===== src/rtl/apb_regfile_pkg.sv =====
// Shared types and helpers for the parametrised APB register file.
// Byte-lane merge is only referenced when APB_REGFILE_PSTRB_EN is defined.
package apb_regfile_pkg;

  typedef enum logic {
    IDLE   = 1'b0,
    ACCESS = 1'b1
  } state_t;

  localparam int CNT_W = 4;

  // Lanes wider than the real data bus are simply ignored by the caller.
  function automatic logic [31:0] lane_merge(input logic [31:0] old_word,
                                             input logic [31:0] new_word,
                                             input logic [3:0]  strb);
    logic [31:0] merged;
    merged = old_word;
    for (int b = 0; b < 4; b++) begin
      if (strb[b]) merged[8*b +: 8] = new_word[8*b +: 8];
    end
    return merged;
  endfunction

endpackage


===== src/rtl/apb_regfile_param_if.sv =====
// APB3 bus bundle for apb_regfile_param; pstrb exists only with APB_REGFILE_PSTRB_EN.
interface apb_regfile_param_if #(
  parameter int ADDR_W = 8,
  parameter int DATA_W = 32
);

  logic              psel;
  logic              penable;
  logic              pwrite;
  logic [ADDR_W-1:0] paddr;
  logic [DATA_W-1:0] pwdata;
`ifdef APB_REGFILE_PSTRB_EN
  logic [DATA_W/8-1:0] pstrb;
`endif
  logic [DATA_W-1:0] prdata;
  logic              pready;
  logic              pslverr;

`ifdef APB_REGFILE_PSTRB_EN
  modport master (output psel, penable, pwrite, paddr, pwdata, pstrb,
                  input  prdata, pready, pslverr);
  modport slave  (input  psel, penable, pwrite, paddr, pwdata, pstrb,
                  output prdata, pready, pslverr);
`else
  modport master (output psel, penable, pwrite, paddr, pwdata,
                  input  prdata, pready, pslverr);
  modport slave  (input  psel, penable, pwrite, paddr, pwdata,
                  output prdata, pready, pslverr);
`endif

endinterface


===== src/rtl/apb_access_fsm.sv =====
// APB access-phase sequencer with WAIT_CYCLES programmable wait states.
//   state  | meaning
//   IDLE   | no transfer; waits for a setup phase (psel=1, penable=0)
//   ACCESS | access phase; cnt counts wait states up to WAIT_CYCLES
module apb_access_fsm
  import apb_regfile_pkg::*;
#(
  parameter int WAIT_CYCLES = 0
) (
  input  logic pclk,
  input  logic preset_n,
  input  logic psel,
  input  logic penable,
  output logic pready,
  output logic commit
);

  localparam logic [CNT_W-1:0] WAIT_TC = CNT_W'(WAIT_CYCLES);

  state_t           state, state_nxt;
  logic [CNT_W-1:0] cnt, cnt_nxt;

  always_ff @(posedge pclk or negedge preset_n) begin
    if (!preset_n) begin
      state <= IDLE;
      cnt   <= '0;
    end else begin
      state <= state_nxt;
      cnt   <= cnt_nxt;
    end
  end

  always_comb begin
    state_nxt = state;
    cnt_nxt   = cnt;
    case (state)
      IDLE: begin
        if (psel && !penable) begin
          state_nxt = ACCESS;
          cnt_nxt   = '0;
        end
      end
      ACCESS: begin
        // Deselect mid-access is an abort; the top sees no commit.
        if (!psel)                state_nxt = IDLE;
        else if (cnt != WAIT_TC)  cnt_nxt   = cnt + 1'b1;
        else                      state_nxt = IDLE;
      end
      default: state_nxt = IDLE;
    endcase
  end

  always_comb begin
    pready = (state == ACCESS) && (cnt == WAIT_TC);
    commit = pready && psel && penable;
  end

endmodule


===== src/rtl/apb_regfile_param.sv =====
// Parametrised APB3 register file: NUM_REGS x DATA_W registers, flat reg_q output.
// Optional byte strobes are enabled with APB_REGFILE_PSTRB_EN.
module apb_regfile_param
  import apb_regfile_pkg::*;
#(
  parameter int ADDR_W      = 8,
  parameter int DATA_W      = 32,
  parameter int NUM_REGS    = 8,
  parameter int WAIT_CYCLES = 0
) (
  input  logic                       pclk,
  input  logic                       preset_n,
  apb_regfile_param_if.slave         bus,
  output logic [NUM_REGS*DATA_W-1:0] reg_q
);

  logic              commit;
  logic              addr_legal;
  logic              wr_en;
  logic [DATA_W-1:0] rd_word;

  apb_access_fsm #(
    .WAIT_CYCLES (WAIT_CYCLES)
  ) u_fsm (
    .pclk     (pclk),
    .preset_n (preset_n),
    .psel     (bus.psel),
    .penable  (bus.penable),
    .pready   (bus.pready),
    .commit   (commit)
  );

  assign addr_legal = 32'(bus.paddr) < 32'(NUM_REGS);
  assign wr_en      = commit && bus.pwrite && addr_legal;

  always_ff @(posedge pclk or negedge preset_n) begin
    if (!preset_n) begin
      reg_q <= '0;
    end else if (wr_en) begin
      for (int i = 0; i < NUM_REGS; i++) begin
        if (bus.paddr == ADDR_W'(i)) begin
`ifdef APB_REGFILE_PSTRB_EN
          reg_q[i*DATA_W +: DATA_W] <= DATA_W'(lane_merge(32'(reg_q[i*DATA_W +: DATA_W]),
                                                          32'(bus.pwdata),
                                                          4'(bus.pstrb)));
`else
          reg_q[i*DATA_W +: DATA_W] <= bus.pwdata;
`endif
        end
      end
    end
  end

  always_comb begin
    rd_word = '0;
    for (int i = 0; i < NUM_REGS; i++) begin
      if (bus.paddr == ADDR_W'(i)) rd_word = reg_q[i*DATA_W +: DATA_W];
    end
  end

  // Read data and error are only driven in the completion cycle so the bus idles at zero.
  assign bus.prdata  = (bus.pready && !bus.pwrite && addr_legal) ? rd_word : '0;
  assign bus.pslverr = bus.pready && !addr_legal;

endmodule

===== src/flat_wrapper.sv =====
// flat-port wrapper written by rule: the top's interface ports become plain ports
module apb_regfile_param_flat import apb_regfile_pkg::*;
#(
  parameter int ADDR_W      = 8,
  parameter int DATA_W      = 32,
  parameter int NUM_REGS    = 8,
  parameter int WAIT_CYCLES = 0
)
  (pclk, preset_n, reg_q, bus_psel, bus_penable, bus_pwrite, bus_paddr, bus_pwdata, bus_prdata, bus_pready, bus_pslverr);
  apb_regfile_param_if #(.ADDR_W(ADDR_W), .DATA_W(DATA_W)) bus_i ();
  input  logic pclk;
  input  logic preset_n;
  output logic [NUM_REGS*DATA_W-1:0] reg_q;
  input wire logic [$bits(bus_i.psel)-1:0] bus_psel;
  input wire logic [$bits(bus_i.penable)-1:0] bus_penable;
  input wire logic [$bits(bus_i.pwrite)-1:0] bus_pwrite;
  input wire logic [$bits(bus_i.paddr)-1:0] bus_paddr;
  input wire logic [$bits(bus_i.pwdata)-1:0] bus_pwdata;
  output wire logic [$bits(bus_i.prdata)-1:0] bus_prdata;
  output wire logic [$bits(bus_i.pready)-1:0] bus_pready;
  output wire logic [$bits(bus_i.pslverr)-1:0] bus_pslverr;
  assign bus_i.psel = bus_psel;
  assign bus_i.penable = bus_penable;
  assign bus_i.pwrite = bus_pwrite;
  assign bus_i.paddr = bus_paddr;
  assign bus_i.pwdata = bus_pwdata;
  assign bus_prdata = bus_i.prdata;
  assign bus_pready = bus_i.pready;
  assign bus_pslverr = bus_i.pslverr;
  apb_regfile_param #(.ADDR_W(ADDR_W), .DATA_W(DATA_W), .NUM_REGS(NUM_REGS), .WAIT_CYCLES(WAIT_CYCLES)) u_core (.pclk(pclk), .preset_n(preset_n), .bus(bus_i), .reg_q(reg_q));
endmodule

===== config.mk =====
export PLATFORM = sky130hd
export DESIGN_NAME = apb_regfile_param_flat
export DESIGN_NICKNAME = d
export VERILOG_FILES = /design/src/rtl/apb_regfile_pkg.sv /design/src/rtl/apb_regfile_param_if.sv /design/src/rtl/apb_access_fsm.sv /design/src/rtl/apb_regfile_param.sv /design/src/flat_wrapper.sv
export SDC_FILE = /design/constraint.sdc
export NUM_CORES = 1
export LEC_CHECK = 0
export CAP_MARGIN = 10
export CORE_MARGIN = 3
export CORE_UTILIZATION = 40
export DETAILED_ROUTE_END_ITERATION = 10
export PLACE_DENSITY = 0.68
export SYNTH_ARGS = -nofsm -noshare
export SYNTH_HDL_FRONTEND = slang
export SYNTH_HIERARCHICAL = 1
export SYNTH_SLANG_ARGS = --single-unit

===== constraint.sdc =====
create_clock -name pclk -period 4.6 [get_ports pclk]
set_clock_uncertainty 0.05 [all_clocks]
set_input_delay 0.69 -clock pclk [delete_from_list [all_inputs] [get_ports pclk]]
set_output_delay 0.69 -clock pclk [all_outputs]
set_load 0.05 [all_outputs]

# Word-level counts from Yosys, hierarchy flattened

Index checks and enable logic that the tools add are counted.

Flip-flop bits (word level): 261
Input bits: 45
Logic and storage cells: 64

Add/subtract/negate cells: 1
Order comparisons: 1
Eq/ne operators: 10
Mux-type cells: 17
Bitwise gates (word level): 1
Reduce and logical (&&, ||, !) cells: 24

Operators with widths:

| kind                                                        | number |
|---|---|
| two-way mux 32 bit                                          | 9 |
| equality test 8 x 3 -> 1 bit (second input constant)        | 4 |
| equality test 8 x 2 -> 1 bit (second input constant)        | 2 |
| AND reduction 2 bit                                         | 8 |
| two-way mux 4 bit                                           | 3 |
| logical AND 1 bit                                           | 9 |
| equality test 8 x 1 -> 1 bit (second input constant)        | 1 |
| zero test 8 bit                                             | 1 |
| less-than comparator 8 x 4 -> 1 bit (second input constant) | 1 |
| one-hot mux 4 bit (2 select lines)                          | 1 |
| adder 4 x 1 -> 4 bit (second input constant)                | 1 |
| zero test 4 bit                                             | 1 |
| inequality test 2 bit (second input constant)               | 2 |
| nonzero test 4 bit                                          | 1 |
| zero test 1 bit                                             | 3 |
| two-way mux 1 bit                                           | 3 |
| AND reduction 3 bit                                         | 1 |
| inequality test 2 x 1 -> 1 bit (second input constant)      | 1 |
| one-hot mux 1 bit (2 select lines)                          | 1 |
| NOT 1 bit                                                   | 1 |

# Logic depth before layout (Yosys ltp)

Gate-level depths: netlist of the first run.

Word-level depth: 10
Gate-level depth with buffers: 8

# Hierarchy

Netlist of the first run, hierarchy kept.

Modules (own cells, without submodules):

| module            | instances | cells an instance | area an instance (µm²) |
|---|---|---|---|
| apb_regfile_param | 1         | 871               | 12,185.4 |
| apb_access_fsm    | 1         | 28                | 301.5 |

# Worst setup path before layout of the first run

No wires, ideal clock.

Kind: reg-to-output
From: reg u_core.u_fsm.cnt[0]
To: out bus_prdata[14]
Arrival time: 4.171 ns
Data required time: 3.860 ns
Setup slack: -0.311 ns
Stages on the path, launching flop included: 6
Cells stage by stage: dfrtp_1 -> inv_1 -> ha_1 -> nor4bb_4 -> nand4b_1 -> a2111oi_0

Cells in the longest elaborated chain, start to end: 5

Ends and longest elaborated chain:

| item                            | RTL line                | source |
|---|---|---|
| start, declared                 | apb_access_fsm.sv:21    | `logic [CNT_W-1:0] cnt, cnt_nxt;` |
| start signal, assigned          | apb_access_fsm.sv:29    | `cnt <= cnt_nxt;` |
| zero test 4 bit                 | apb_access_fsm.sv:54    | `pready = (state == ACCESS) && (cnt == WAIT_TC);` |
| logical AND 1 bit               | apb_access_fsm.sv:54    |  |
| via bus_pready                  | flat_wrapper.sv:20      | `output wire logic [$bits(bus_i.pready)-1:0] bus_pready;` |
| logical AND 1 bit (2 in series) | apb_regfile_param.sv:62 | `assign bus.prdata = (bus.pready && !bus.pwrite && addr_legal) ? rd_word : '0;` |
| two-way mux 32 bit              | apb_regfile_param.sv:62 |  |
| end, declared                   | flat_wrapper.sv:19      | `output wire logic [$bits(bus_i.prdata)-1:0] bus_prdata;` |

The timed path passes the listed nets, and every way through them passes these cells.

# Final worst setup path of the first run

From: reg u_core.u_fsm.cnt[0]
To: out bus_prdata[30]

Cells in the longest elaborated chain, start to end: 5

Ends and longest elaborated chain:

| item                            | RTL line |
|---|---|
| zero test 4 bit                 | apb_access_fsm.sv:54 |
| logical AND 1 bit               | apb_access_fsm.sv:54 |
| logical AND 1 bit (2 in series) | apb_regfile_param.sv:62 |
| two-way mux 32 bit              | apb_regfile_param.sv:62 |

No other way between the ends.

==> results of run 1 <==
logic make-up (layout without fill, tap and decap cells):
family	after synthesis	after routing	synth area share
AOI/OAI and AO/OA	159	159	0.100
adders and majority gates	2	2	0.00200
buffers and inverters	75	426	0.0347
DFF	261	261	0.523
muxes	343	343	0.306
and+or+nand+nor	59	59	0.0341
how the worst max path moves through the flow:
stage | startpoint | end | depth (start not counted)
final | u_core/u_fsm/cnt[0]$_DFFE_PN0P_ | bus_prdata[30] | 7
after global routing | u_core/u_fsm/cnt[0]$_DFFE_PN0P_ | bus_prdata[30] | 7
after CTS | u_core/u_fsm/cnt[0]$_DFFE_PN0P_ | bus_prdata[30] | 7
after detailed placement | bus_paddr[1] | bus_prdata[6] | 7
after global placement | bus_paddr[1] | bus_prdata[14] | 6
after floorplan | u_core/u_fsm/cnt[0]$_DFFE_PN0P_ | bus_prdata[14] | 5
Yosys cell counts (2+ instances only):
cell type,count,area (um^2)
buf_2,24,120
mux2i_1,51,510
ha_1,2,25.0
nand2b_1,3,18.8
inv_1,5,18.8
a31oi_1,2,12.5
dfrtp_1,261,6530
nand3b_1,3,22.5
mux2_2,248,2790
o22ai_1,10,62.6
a221oi_1,2,17.5
a2111oi_0,5,43.8
nor3_2,3,30.0
nor2_1,11,41.3
a22oi_1,2,15.0
o221ai_1,29,254
o2bb2ai_1,2,17.5
nor4_4,4,85.1
and2_1,2,12.5
o21ai_0,27,135
o211ai_1,46,345
mux2_1,42,473
clkbuf_1,23,86.3
buf_4,8,60.1
nand3_1,2,10.0
nor3_1,2,10.0
o21a_1,5,37.5
nand2_1,17,63.8
buf_6,12,135
o2111a_1,23,259
nor2b_1,2,12.5
and3_2,2,15.0
mux4_2,2,45.0
per-stage QoR:
stage | worst slack, ns | util | total power [uW] | instances
final | 0.688 | 0.562 | 5130 | 1646
after global routing | 0.552 | 0.562 | 5300 | 1646
after CTS | 0.692 | 0.562 | 5180 | 1646
after detailed placement | 0.913 | 0.529 | 2740 | 1594
after global placement | 0.913 | 0.529 | 2740 | 1594
after floorplan | -0.311 | - | 2540 | 899
registers in the layout, indices dropped and copies added (netlist names):
name / cells
u_core/u_fsm/state: 1
u_core/u_fsm/cnt: 4
u_core/reg_q: 256
power groups by stage:
stage	sequential (uW)	clock [uW]	combinational, uW
2_1_floorplan	2400	0	145
3_3_place_gp	2360	0	377
5_1_grt	2320	2560	409
3_5_place_dp	2360	0	381
4_1_cts	2320	2480	382
6_report	2320	2430	379
cell type report:
cell class,count,area [um^2],share of cell area
Sequential cell,261,6530,0.379
Multi-Input combinational cell,563,5560,0.322
Timing Repair Buffer,367,3620,0.210
Clock buffer,43,880,0.0510
Tap cell,396,495,0.0287
Clock inverter,9,131,0.00762
Inverter,7,27.5,0.00160
metal layers:
| metal | up-vias | track usage |
|---|---|---|
| met4 | 0 | 0.0689 |
| met3 | 88 | 0.0574 |
| met2 | 406 | 0.390 |
| met5 | - | 0 |
| li1 | 4105 | - |
| met1 | 4817 | 0.325 |
critical path, cell delays in order (launching register included):
cell	delay, ns
dfrtp_1	0.39
inv_1	0.08
ha_1	0.18
nor4bb_4	0.53
nand4b_1	0.22
buf_4	0.25
a21oi_1	0.14
clkdlybuf4s50_1	0.82
==> results.txt, run 1 <==
The fill cell total of the finished layout is 2582. In the detailed route, the total length drawn on met2 is 19500 um. The share of the clock period used by the worst path after layout came out at 0.850. The cell count of the worst reg-to-reg path was 8; the number of cell rows was 64. In this run the power density over the cells is 297 nW/um^2. The combined global-route utilization of all metal layers was 0.241; the vias after detailed routing was 9416.

The tools report the worst hold margin as 0.0955 ns. In this run the deepest clock path goes through 3 buffers. The overall die width was 183 um; the initial cell density of the core was 0.407. The post-route setup TNS is 0 ns, and the post-CTS setup buffer count is 0. Synthesis inferred 261 register bits.

Final wirelength: 41300 um. After clock tree synthesis, the clock-pin slew on the worst setup and hold paths is 0.06 ns. After detailed placement, the total cell area comes to 16200 um^2. Leaving out fill and tap cells, the most frequent cells in the layout are clkdlybuf4s50_1 (299), dfrtp_1 (261), mux2_2 (248). The tools report the diode insertion count for antenna repair as 0. The die covers 33400 um^2. The critical path in this run is classified as flip-flop to output pin.

The detail route stage leaves a number of antenna-violating nets equal to 0. In this run the mean area of a mapped cell was 13.9 um^2. TritonCTS built the clock tree.

Hold repair after CTS inserted 0 buffers. The run finished with clean final reports. Based on the critical path, the design can be clocked at up to 256 MHz. The endpoint required time on the critical path was 3.86 ns; the synthesis-to-finish area growth was 38.1%. The congestion estimate from routability-driven global placement came to 0.797.

The number of max-slew violations in the final report is 0. Max-cap violations in this run came to 0. The endpoint of the worst-slack reg-to-reg timing path is u_core/reg_q[226]$_DFFE_PN0P_.

The vias per cell works out to 5.72. The final-stage net count is 1277, and the number of standard cells after synthesis is 899. The post-route met1 wirelength is 17400 um, and the area of all placed cells without fillers is 17200 um^2. For this run, the leading register cell type out of synthesis is dfrtp_1.

From bottom edge to top edge, the die measures 183 um. At the worst endpoint, the arrival time is 3.17 ns. The portion of total power attributed to combinational logic is 0.074. The internal power of the cells totals 3920 uW. The relative contribution of sequential cells to total power was 0.453; the net count after synthesis was 946.

The slew of the pin with the lowest slew margin is 0.863 ns. In this run the power spent charging and discharging nets is 1210 uW. After legalization and detailed placement, the total HPWL measured 27500 um. Subtracting the final worst setup slack from the clock period gives 3.91 ns.

The clock network latency to the later pin of the worst-skew pair came out at 0.54 ns. The routed length on met3 came out at 3060 um. Type of element launching the critical path: a flip-flop. Counting distinct cell types in the post-synthesis netlist gives 50. The netlist area before placement came out at 12500 um^2. The number of H-tree levels is 1. Setup repair after global routing left no endpoint under its margin. Count of pins on the block boundary: 335. STA classifies the critical path endpoint as an output pin. For this run, design rule violations remaining after detail routing come to 0. The first global-routing pass estimated 62600 um of wire. The run gives 0 as the number of hold violations in the final report. For the via count of the first global-routing pass, the log shows 9900. Entering global routing, the biggest net connects 113 pins. The worst-path maximum fanout came out at 9. The library cell used most frequently in the layout, excluding fill and tap cells, is clkdlybuf4s50_1.

The share of final-layout standard cells stronger than drive strength 1 is 0.309. TritonCTS created 30 clock buffers. Post-CTS repair changed the size of 0 cells. The routed wire length per instance came out at 25.1 um. The classification of the worst-slack hold path is primary input to asynchronous set/reset pin. The number of detailed-routing iterations run before antenna repair came out at 5.

The detailed router used layers up to and including met4. The tools report the register area share after synthesis as 0.523. Placeable core region: 30700 um^2.

Across the VDD grid, the largest voltage drop is 0.000269 V. The count of buffers inserted at the top-level ports was 334; the clock group share of total power was 0.473. Summed over all cells, the static leakage comes to 0.00791 uW.

The final setup violation count is 0. Flop-to-flop setup slack: 1.25 ns. The start of the worst register-to-register path is u_core/u_fsm/cnt[0]$_DFFE_PN0P_.

The tools report the worst slew slack as a fraction of its limit as 0.410. Violation count after the first detailed-route iteration: 664. Total global routing overflow: 0. The fraction of power spent switching nets is 0.236, and the number of antenna violations at the first check in global routing is 0.

The tools report the number of sinks driven by the clock tree as 261. The cell sitting at the root of the clock tree is a clkbuf_16. The share of flip-flops with an asynchronous set or reset is 1.00, and the count of synthesis-stage warnings from yosys is 6. Counting flops with a built-in enable in the synthesized netlist gives 0.
Power figures use the tool's default switching activity.
==> run 2: changes to the inputs <==
Settings changed: HOLD_SLACK_MARGIN set to 0.06.
==> results of run 2 <==
Final layout, timing and power as in run 1 (identical DEF).
